==> src/rtl/ram_sequencer_if.sv <==
// Request/handshake bundle between a RAM sequencer and its clients plus the shared RAM port.
// Signal names follow the established engine-side naming of the original S-RAM mux.
interface ram_sequencer_if #(
   parameter int NUM_DEVICES = 3,
   parameter int RAM_WIDTH   = 8,
   parameter int ADDR_WIDTH  = 8
);
   localparam int DEV_W = (NUM_DEVICES > 1) ? $clog2(NUM_DEVICES) : 1;

   logic                              go;
   logic                              run_all;
   logic [DEV_W-1:0]                  sel;
   logic                              abort;

   logic [NUM_DEVICES-1:0]            start_bus;
   logic [NUM_DEVICES-1:0]            finish_bus;
   logic [NUM_DEVICES-1:0]            sWrenBus;
   logic [NUM_DEVICES*RAM_WIDTH-1:0]  sInBus;
   logic [NUM_DEVICES*ADDR_WIDTH-1:0] sAddrBus;

   logic                              sWren;
   logic [RAM_WIDTH-1:0]              sIn;
   logic [ADDR_WIDTH-1:0]             sAddr;

   logic                              busy;
   logic                              done;
   logic                              timeout_err;
   logic [DEV_W-1:0]                  active_dev;

   modport slave (
      input  go, run_all, sel, abort,
      input  finish_bus, sWrenBus, sInBus, sAddrBus,
      output start_bus, sWren, sIn, sAddr,
      output busy, done, timeout_err, active_dev
   );

   modport master (
      output go, run_all, sel, abort,
      output finish_bus, sWrenBus, sInBus, sAddrBus,
      input  start_bus, sWren, sIn, sAddr,
      input  busy, done, timeout_err, active_dev
   );
endinterface

==> src/rtl/ram_sequencer.sv <==
// Multi-device RAM access sequencer: grants a shared single-port RAM to one client
// engine at a time, either a single selected engine or all engines in index order.
//
// state  | meaning
// -------+----------------------------------------------------------------
// IDLE   | waiting for an accepted go; all outputs quiet
// ACTIVE | granted device started and owns the RAM port; watchdog counting
// GAP    | one quiet cycle between devices so each returns to idle
// DONE   | one-cycle completion pulse
module ram_sequencer #(
   parameter int NUM_DEVICES    = 3,
   parameter int RAM_WIDTH      = 8,
   parameter int ADDR_WIDTH     = 8,
   parameter int TIMEOUT_CYCLES = 0
) (
   input logic            clk,
   input logic            reset,
   ram_sequencer_if.slave bus
);
   localparam int DEV_W = (NUM_DEVICES > 1) ? $clog2(NUM_DEVICES) : 1;
   localparam int CNT_W = (TIMEOUT_CYCLES > 0) ? $clog2(TIMEOUT_CYCLES + 1) : 1;
   localparam logic [DEV_W-1:0] DEV_LAST = DEV_W'(NUM_DEVICES - 1);
   localparam logic [CNT_W-1:0] CNT_LAST = (TIMEOUT_CYCLES > 0) ? CNT_W'(TIMEOUT_CYCLES - 1) : '0;

   typedef enum logic [1:0] {IDLE, ACTIVE, GAP, DONE} state_t;

   state_t           state, state_nxt;
   logic [DEV_W-1:0] grant;
   logic             mode_all;
   logic [CNT_W-1:0] cnt;
   logic             terr;

   logic             accept;
   logic             advance;
   logic             wd_fire;
   logic             sel_ok;
   logic             fin_granted;
   logic             last_dev;
   logic             wd_hit;

   assign sel_ok      = int'(bus.sel) < NUM_DEVICES;
   assign fin_granted = bus.finish_bus[grant];
   assign last_dev    = !mode_all || (grant == DEV_LAST);
   assign wd_hit      = (TIMEOUT_CYCLES > 0) && (cnt == CNT_LAST);

   // State register
   always_ff @(posedge clk or negedge reset) begin
      if (!reset) state <= IDLE;
      else        state <= state_nxt;
   end

   // Next-state decode; abort outranks finish, finish outranks the watchdog
   always_comb begin
      state_nxt = state;
      accept    = 1'b0;
      advance   = 1'b0;
      wd_fire   = 1'b0;
      case (state)
         IDLE: begin
            if (bus.go && (bus.run_all || sel_ok)) begin
               accept    = 1'b1;
               state_nxt = ACTIVE;
            end
         end
         ACTIVE: begin
            if (bus.abort) begin
               state_nxt = IDLE;
            end else if (fin_granted) begin
               state_nxt = last_dev ? DONE : GAP;
            end else if (wd_hit) begin
               wd_fire   = 1'b1;
               state_nxt = IDLE;
            end
         end
         GAP: begin
            if (bus.abort) begin
               state_nxt = IDLE;
            end else begin
               advance   = 1'b1;
               state_nxt = ACTIVE;
            end
         end
         DONE: state_nxt = IDLE;
         default: state_nxt = IDLE;
      endcase
   end

   // Grant index and latched mode; grant only ever moves forward, never wraps
   always_ff @(posedge clk or negedge reset) begin
      if (!reset) begin
         grant    <= '0;
         mode_all <= 1'b0;
      end else if (accept) begin
         grant    <= bus.run_all ? '0 : bus.sel;
         mode_all <= bus.run_all;
      end else if (advance) begin
         grant    <= grant + DEV_W'(1);
      end
   end

   // Watchdog: counts ACTIVE cycles of the current device, saturates, clears elsewhere
   always_ff @(posedge clk or negedge reset) begin
      if (!reset)                                  cnt <= '0;
      else if (state != ACTIVE)                    cnt <= '0;
      else if (cnt != {CNT_W{1'b1}})               cnt <= cnt + CNT_W'(1);
   end

   // Sticky timeout flag, cleared when the next operation is accepted
   always_ff @(posedge clk or negedge reset) begin
      if (!reset)       terr <= 1'b0;
      else if (accept)  terr <= 1'b0;
      else if (wd_fire) terr <= 1'b1;
   end

   // Status and start decode from registered state only
   always_comb begin
      bus.start_bus   = (state == ACTIVE) ? (NUM_DEVICES'(1) << grant) : '0;
      bus.busy        = (state != IDLE);
      bus.done        = (state == DONE);
      bus.timeout_err = terr;
      bus.active_dev  = grant;
   end

   // RAM port mux: combinational from the grant so client requests see no added latency
   always_comb begin
      bus.sWren = 1'b0;
      bus.sIn   = '0;
      bus.sAddr = '0;
      if (state == ACTIVE) begin
         bus.sWren = bus.sWrenBus[grant];
         bus.sIn   = bus.sInBus[int'(grant)*RAM_WIDTH +: RAM_WIDTH];
         bus.sAddr = bus.sAddrBus[int'(grant)*ADDR_WIDTH +: ADDR_WIDTH];
      end
   end
endmodule

==> src/flat_wrapper.sv <==
// flat-port wrapper written by rule: the top's interface ports become plain ports
module ram_sequencer_flat 
#(
   parameter int NUM_DEVICES    = 3,
   parameter int RAM_WIDTH      = 8,
   parameter int ADDR_WIDTH     = 8,
   parameter int TIMEOUT_CYCLES = 0
)
  (clk, reset, bus_go, bus_run_all, bus_sel, bus_abort, bus_finish_bus, bus_sWrenBus, bus_sInBus, bus_sAddrBus, bus_start_bus, bus_sWren, bus_sIn, bus_sAddr, bus_busy, bus_done, bus_timeout_err, bus_active_dev);
  ram_sequencer_if #(.NUM_DEVICES(NUM_DEVICES), .RAM_WIDTH(RAM_WIDTH), .ADDR_WIDTH(ADDR_WIDTH)) bus_i ();
  input logic clk;
  input logic reset;
  input wire logic [$bits(bus_i.go)-1:0] bus_go;
  input wire logic [$bits(bus_i.run_all)-1:0] bus_run_all;
  input wire logic [$bits(bus_i.sel)-1:0] bus_sel;
  input wire logic [$bits(bus_i.abort)-1:0] bus_abort;
  input wire logic [$bits(bus_i.finish_bus)-1:0] bus_finish_bus;
  input wire logic [$bits(bus_i.sWrenBus)-1:0] bus_sWrenBus;
  input wire logic [$bits(bus_i.sInBus)-1:0] bus_sInBus;
  input wire logic [$bits(bus_i.sAddrBus)-1:0] bus_sAddrBus;
  output wire logic [$bits(bus_i.start_bus)-1:0] bus_start_bus;
  output wire logic [$bits(bus_i.sWren)-1:0] bus_sWren;
  output wire logic [$bits(bus_i.sIn)-1:0] bus_sIn;
  output wire logic [$bits(bus_i.sAddr)-1:0] bus_sAddr;
  output wire logic [$bits(bus_i.busy)-1:0] bus_busy;
  output wire logic [$bits(bus_i.done)-1:0] bus_done;
  output wire logic [$bits(bus_i.timeout_err)-1:0] bus_timeout_err;
  output wire logic [$bits(bus_i.active_dev)-1:0] bus_active_dev;
  assign bus_i.go = bus_go;
  assign bus_i.run_all = bus_run_all;
  assign bus_i.sel = bus_sel;
  assign bus_i.abort = bus_abort;
  assign bus_i.finish_bus = bus_finish_bus;
  assign bus_i.sWrenBus = bus_sWrenBus;
  assign bus_i.sInBus = bus_sInBus;
  assign bus_i.sAddrBus = bus_sAddrBus;
  assign bus_start_bus = bus_i.start_bus;
  assign bus_sWren = bus_i.sWren;
  assign bus_sIn = bus_i.sIn;
  assign bus_sAddr = bus_i.sAddr;
  assign bus_busy = bus_i.busy;
  assign bus_done = bus_i.done;
  assign bus_timeout_err = bus_i.timeout_err;
  assign bus_active_dev = bus_i.active_dev;
  ram_sequencer #(.NUM_DEVICES(NUM_DEVICES), .RAM_WIDTH(RAM_WIDTH), .ADDR_WIDTH(ADDR_WIDTH), .TIMEOUT_CYCLES(TIMEOUT_CYCLES)) u_core (.clk(clk), .reset(reset), .bus(bus_i));
endmodule
==> config.mk <==
export PLATFORM = sky130hd
export DESIGN_NAME = ram_sequencer_flat
export DESIGN_NICKNAME = d
export VERILOG_FILES = /design/src/rtl/ram_sequencer_if.sv /design/src/rtl/ram_sequencer.sv /design/src/flat_wrapper.sv
export SDC_FILE = /design/constraint.sdc
export NUM_CORES = 1
export LEC_CHECK = 0
export ABC_AREA = 1
export CAP_MARGIN = 30
export CORE_MARGIN = 2
export CORE_UTILIZATION = 27
export CTS_BUF_LIST = sky130_fd_sc_hd__clkbuf_4 sky130_fd_sc_hd__clkbuf_8
export CTS_CLUSTER_DIAMETER = 30
export CTS_CLUSTER_SIZE = 25
export DETAILED_ROUTE_END_ITERATION = 10
export PLACE_DENSITY = 0.78
export SLEW_MARGIN = 40
export SYNTH_ARGS = -nofsm -noshare
export SYNTH_HDL_FRONTEND = slang
export SYNTH_SLANG_ARGS = --single-unit
==> constraint.sdc <==
create_clock -name clk -period 1.3 [get_ports clk]
set_clock_uncertainty 0.15 [all_clocks]
set_input_delay 0.13 -clock clk [delete_from_list [all_inputs] [get_ports clk]]
set_output_delay 0.13 -clock clk [all_outputs]
set_load 0.01 [all_outputs]
==> out/qor_table.md, run 1 <==
| Metric | Value | Unit |
| --- | --- | --- |
| Cell row count | 20 | - |
| Worst vdd ir | 1.152 | mV |
| Power per unit of standard cell area | 1894 | nW/um2 |
| Maximum number of pins on one net before global-route repair | 21 | - |
| Latest clock arrival within the worst-skew pair | 0.24 | ns |
| Synthesized cell area | 862.1 | um2 |
| Initial antenna violation count | 0 | - |
| Worst Setup End Kind | primary output | - |
| DR vias/cell | 4.536 | - |
| Cell type group with the largest total delay on the critical path | flip-flops | - |
| Cells taking the most area after synthesis | sky130_fd_sc_hd__dfrtp_1, sky130_fd_sc_hd__nor2_1, sky130_fd_sc_hd__nand2_1 | - |
| Launch point of the worst path | u_core.bus.active_dev[0]$_DFFE_PN0P_ | - |
| Wirelength, routed | 3734 | um |
| Number of cells after detailed placement | 298 | - |
| Data required time of the critical path | 1.02 | ns |
| Highest Clock Rate | 587.3 | MHz |
| Clock tree from TritonCTS | built | - |
| # diodes | 0 | - |
| Post-route worst setup slack | -0.4027 | ns |
| FF+latch area | 127.6 | um2 |
| Relative contribution of combinational cells to total power | 86.6 | % |
| CTS HTree Levels | 1 | - |
| Worst min-delay path category | input pin to flip-flop | - |
| Cell Int Power | 2.140 | mW |
| Total number of cells along the worst setup path | 6 | - |
| Detailed-route wire length per cell | 12.12 | um |
| Weighted congestion at the end of routability-driven global placement | 0.8025 | - |
| Effective utilization at floorplan | 28.24 | % |
| Total iterations of the first detailed-routing run | 4 | - |
| Post-synthesis net count | 221 | - |
| Number of distinct library cell variants in the gate-level netlist after synthesis | 19 | - |
| Number of remaining DRC errors | 0 | - |
| Placeable core region | 3053 | um2 |
| Start-to-end type of the worst setup path | flip-flop to primary output | - |
| Wire length of the first global-routing pass | 5050 | um |
| Synth warnings | 0 | - |
| Die span in x | 60.51 | um |
| Multi-input gate area in the final layout | 767.0 | um2 |
| Reg2reg path depth | 8 | - |
| Count leader, synth | sky130_fd_sc_hd__nor2_1 | - |
| Flop pwr share | 8.4 | % |
| Non-filler instance count after layout | 308 | - |
| Total congestion overflow after global routing | 0 | - |
| Clock input transition at the sequential cells of the worst setup and hold paths | 0.05 | ns |
| Total number of vias | 1397 | - |
| Share of the synthesized area in the top cell type | 14.51 | % |
| Synthesized area per cell | 5.491 | um2 |
| Leakage power figure | 0.9490 | nW |
| Clock power frac | 5.0 | % |
| Setup repair after global routing missed its margin | true | - |
| Placed wire-length estimate | 2665 | um |
| Die area | 3661 | um2 |
| Ratio of cells with drive above 1 in the final layout | 41.67 | % |
| Final worst path period need | 1.703 | ns |
| Master of the slowest instance on the critical path | sky130_fd_sc_hd__dfrtp_2 | - |
| Run status | finished with violations | - |
| Number of synthesized flops with an enable pin | 0 | - |
| Area growth from synthesis to final layout | 147.2 | % |
| Count of boundary I/O pins | 86 | - |
| Die height | 60.51 | um |
| Failing checks | negative setup slack | - |
| Net switching power | 1.896 | mW |
| Count of buffers from port buffering | 84 | - |
| Switch share | 46.98 | % |
| First DRT Iteration DRCs | 62 | - |
| CP Capture Point | bus_sWren | - |
| Synthesized flop and latch total | 5 | - |
| Total power draw | 4.036 | mW |
| Nets | 329 | - |
| Count of mapped cells out of synthesis | 157 | - |
| Most used flip-flop cell after synthesis | sky130_fd_sc_hd__dfrtp_1 | - |
| Startpoint of the worst-slack reg-to-reg timing path | u_core.bus.active_dev[0]$_DFFE_PN0P_ | - |
| # Max-Cap Violations | 0 | - |
| Via count of the first global-routing pass | 1223 | - |
| Worst stage delay on the critical path | 0.49 | ns |
| R2R setup slack | -0.25 | ns |
| Post-synthesis sequential area ratio | 14.51 | % |
| Synth area leader | sky130_fd_sc_hd__dfrtp_1 | - |
| Reg-to-Reg End | u_core.state[0]$_DFFE_PN0P_ | - |
| TritonCTS Buffers | 3 | - |
| Cells along the critical path | clkbuf_16 > nor2_4 > nor2_1 > o21ai_1 > a21oi_2 > buf_2 | - |
| CTS root buffer | sky130_fd_sc_hd__clkbuf_4 | - |
| Total routing usage reported by global routing | 17.62 | % |
| Slew Viols, Final | 0 | - |
| Worst hold slack across all endpoints | 0.3309 | ns |
| Most frequent cells after synthesis | sky130_fd_sc_hd__nor2_1, sky130_fd_sc_hd__nand2_1, sky130_fd_sc_hd__o21ai_1, sky130_fd_sc_hd__a21oi_1, sky130_fd_sc_hd__inv_1 | - |
| Fraction of registers with async set/reset | 100.0 | % |
| Number of clock sinks | 5 | - |
| Crit path max fanout | 6 | - |
| Final setup violation count | 26 | - |
| Startpoint kind of the worst setup timing path | flip-flop | - |
| CTS max path bufs | 2 | - |
| Arrival time reported for the critical path endpoint | 1.42 | ns |
| Final Hold Vio Count | 0 | - |
| Number of buffer and inverter instances along the worst setup path | 2 | - |
| Final Cycle Share | 131.0 | % |
| Filler cells | 266 | - |
| Number of antenna-violating nets in the routed design | 0 | - |
-- repair_timing --
action	CTS	global route
endpoints found under the hold margin	5	0
gates resized for setup	88	48
pin swaps	0	27
buffers inserted	0	3
cloned	0	2
hold buffers	1	0
endpoints found under the setup margin	29	29
-- final cells by class --
class | instances | share of cell area, %
multi-input cells | 125 | 36.00
well taps | 44 | 2.584
flip-flops and latches | 5 | 5.989
repair buffers | 113 | 50.79
inverters | 17 | 3.230
clock buffers | 4 | 1.409
-- per-stage QoR --
stage / utilization [%] / instance area (um2) / setup slack [ns] / TNS (ns)
after floorplan: - / 937.1 / -0.1156 / -1.264
after global placement: 64.39 / 1966 / -0.4656 / -9.740
after detailed placement: 64.39 / 1966 / -0.4872 / -10.12
after CTS: 64.59 / 1972 / -0.4548 / -7.648
after global routing: 69.80 / 2131 / -0.4743 / -9.199
final: 69.80 / 2131 / -0.4027 / -7.323
-- layout by cell type, fill, tap and decap left out, drive strengths merged --
master and instances:
clkdlybuf4s50 60, dlygate4sd3 1, nand3 9, clkbuf 6
clkdlybuf4s15 1, nand4 1, o211ai 1, dfrtp 5
nand2 30, conb 1, buf 49, a21oi 18
o21ai 20, ha 3, nor2 42, inv 17
-- state kept, by name, indices dropped and copies added, names as in the netlist --
register / cells
u_core.bus.active_dev: 2
u_core.mode_all: 1
u_core.state: 2
-- worst min-delay path, delay by kind of cell --
family | cells | cell delay (ns)
buf+inv | 1 | 0.42
simple gates | 2 | 0.14
-- per-layer routing --
layer  GRT usage [%]  vias to the layer above  part of all wire [%]
met3           2.345                        6                   7.3
li1                -                      713                     -
met4           4.037                        0                  0.70
met5               0                        -                     0
met1           19.85                      630                    39
met2           34.78                       48                    53
-- cells by family (layout without fill, tap and decap cells) --
group | after synthesis | after routing | share of synthesized area [%]
AO/OA/AOI/OAI | 39 | 39 | 22.93
buffers and inverters | 27 | 134 | 16.98
adder cells (fa/ha/maj) | 3 | 3 | 4.355
flip-flops | 5 | 5 | 14.51
other | 1 | 1 | 0.4350
AND/OR/NAND/NOR | 82 | 82 | 40.78
-- power by group through the flow --
stage / registers (mW) / clock network, mW / logic (mW)
5_1_grt: 0.354 / 0.217 / 3.79
2_1_floorplan: 0.313 / 0 / 1.70
6_report: 0.338 / 0.202 / 3.50
4_1_cts: 0.304 / 0.208 / 3.10
3_3_place_gp: 0.298 / 0 / 3.23
3_5_place_dp: 0.303 / 0 / 3.26
-- worst min-delay path by stage --
stage	start	end	slack (ns)	cells past startpoint
3_3_place_gp	reset	u_core.state[1]$_DFFE_PN0P_	0.23	1
2_1_floorplan	reset	u_core.bus.active_dev[0]$_DFFE_PN0P_	-0.32	0
3_5_place_dp	reset	u_core.state[1]$_DFFE_PN0P_	0.23	1
5_1_grt	bus_sel[0]	u_core.bus.active_dev[0]$_DFFE_PN0P_	0.36	3
4_1_cts	bus_sel[0]	u_core.bus.active_dev[0]$_DFFE_PN0P_	0.33	3
6_report	bus_sel[1]	u_core.bus.active_dev[1]$_DFFE_PN0P_	0.33	3
Power figures use the tool's default switching activity.
==> inputs of run 2 (changes only) <==
Settings changed: CTS_CLUSTER_SIZE 25 to unset.
==> results of run 2 <==
The final DEF is identical to that of run 1; final timing and power are the same.
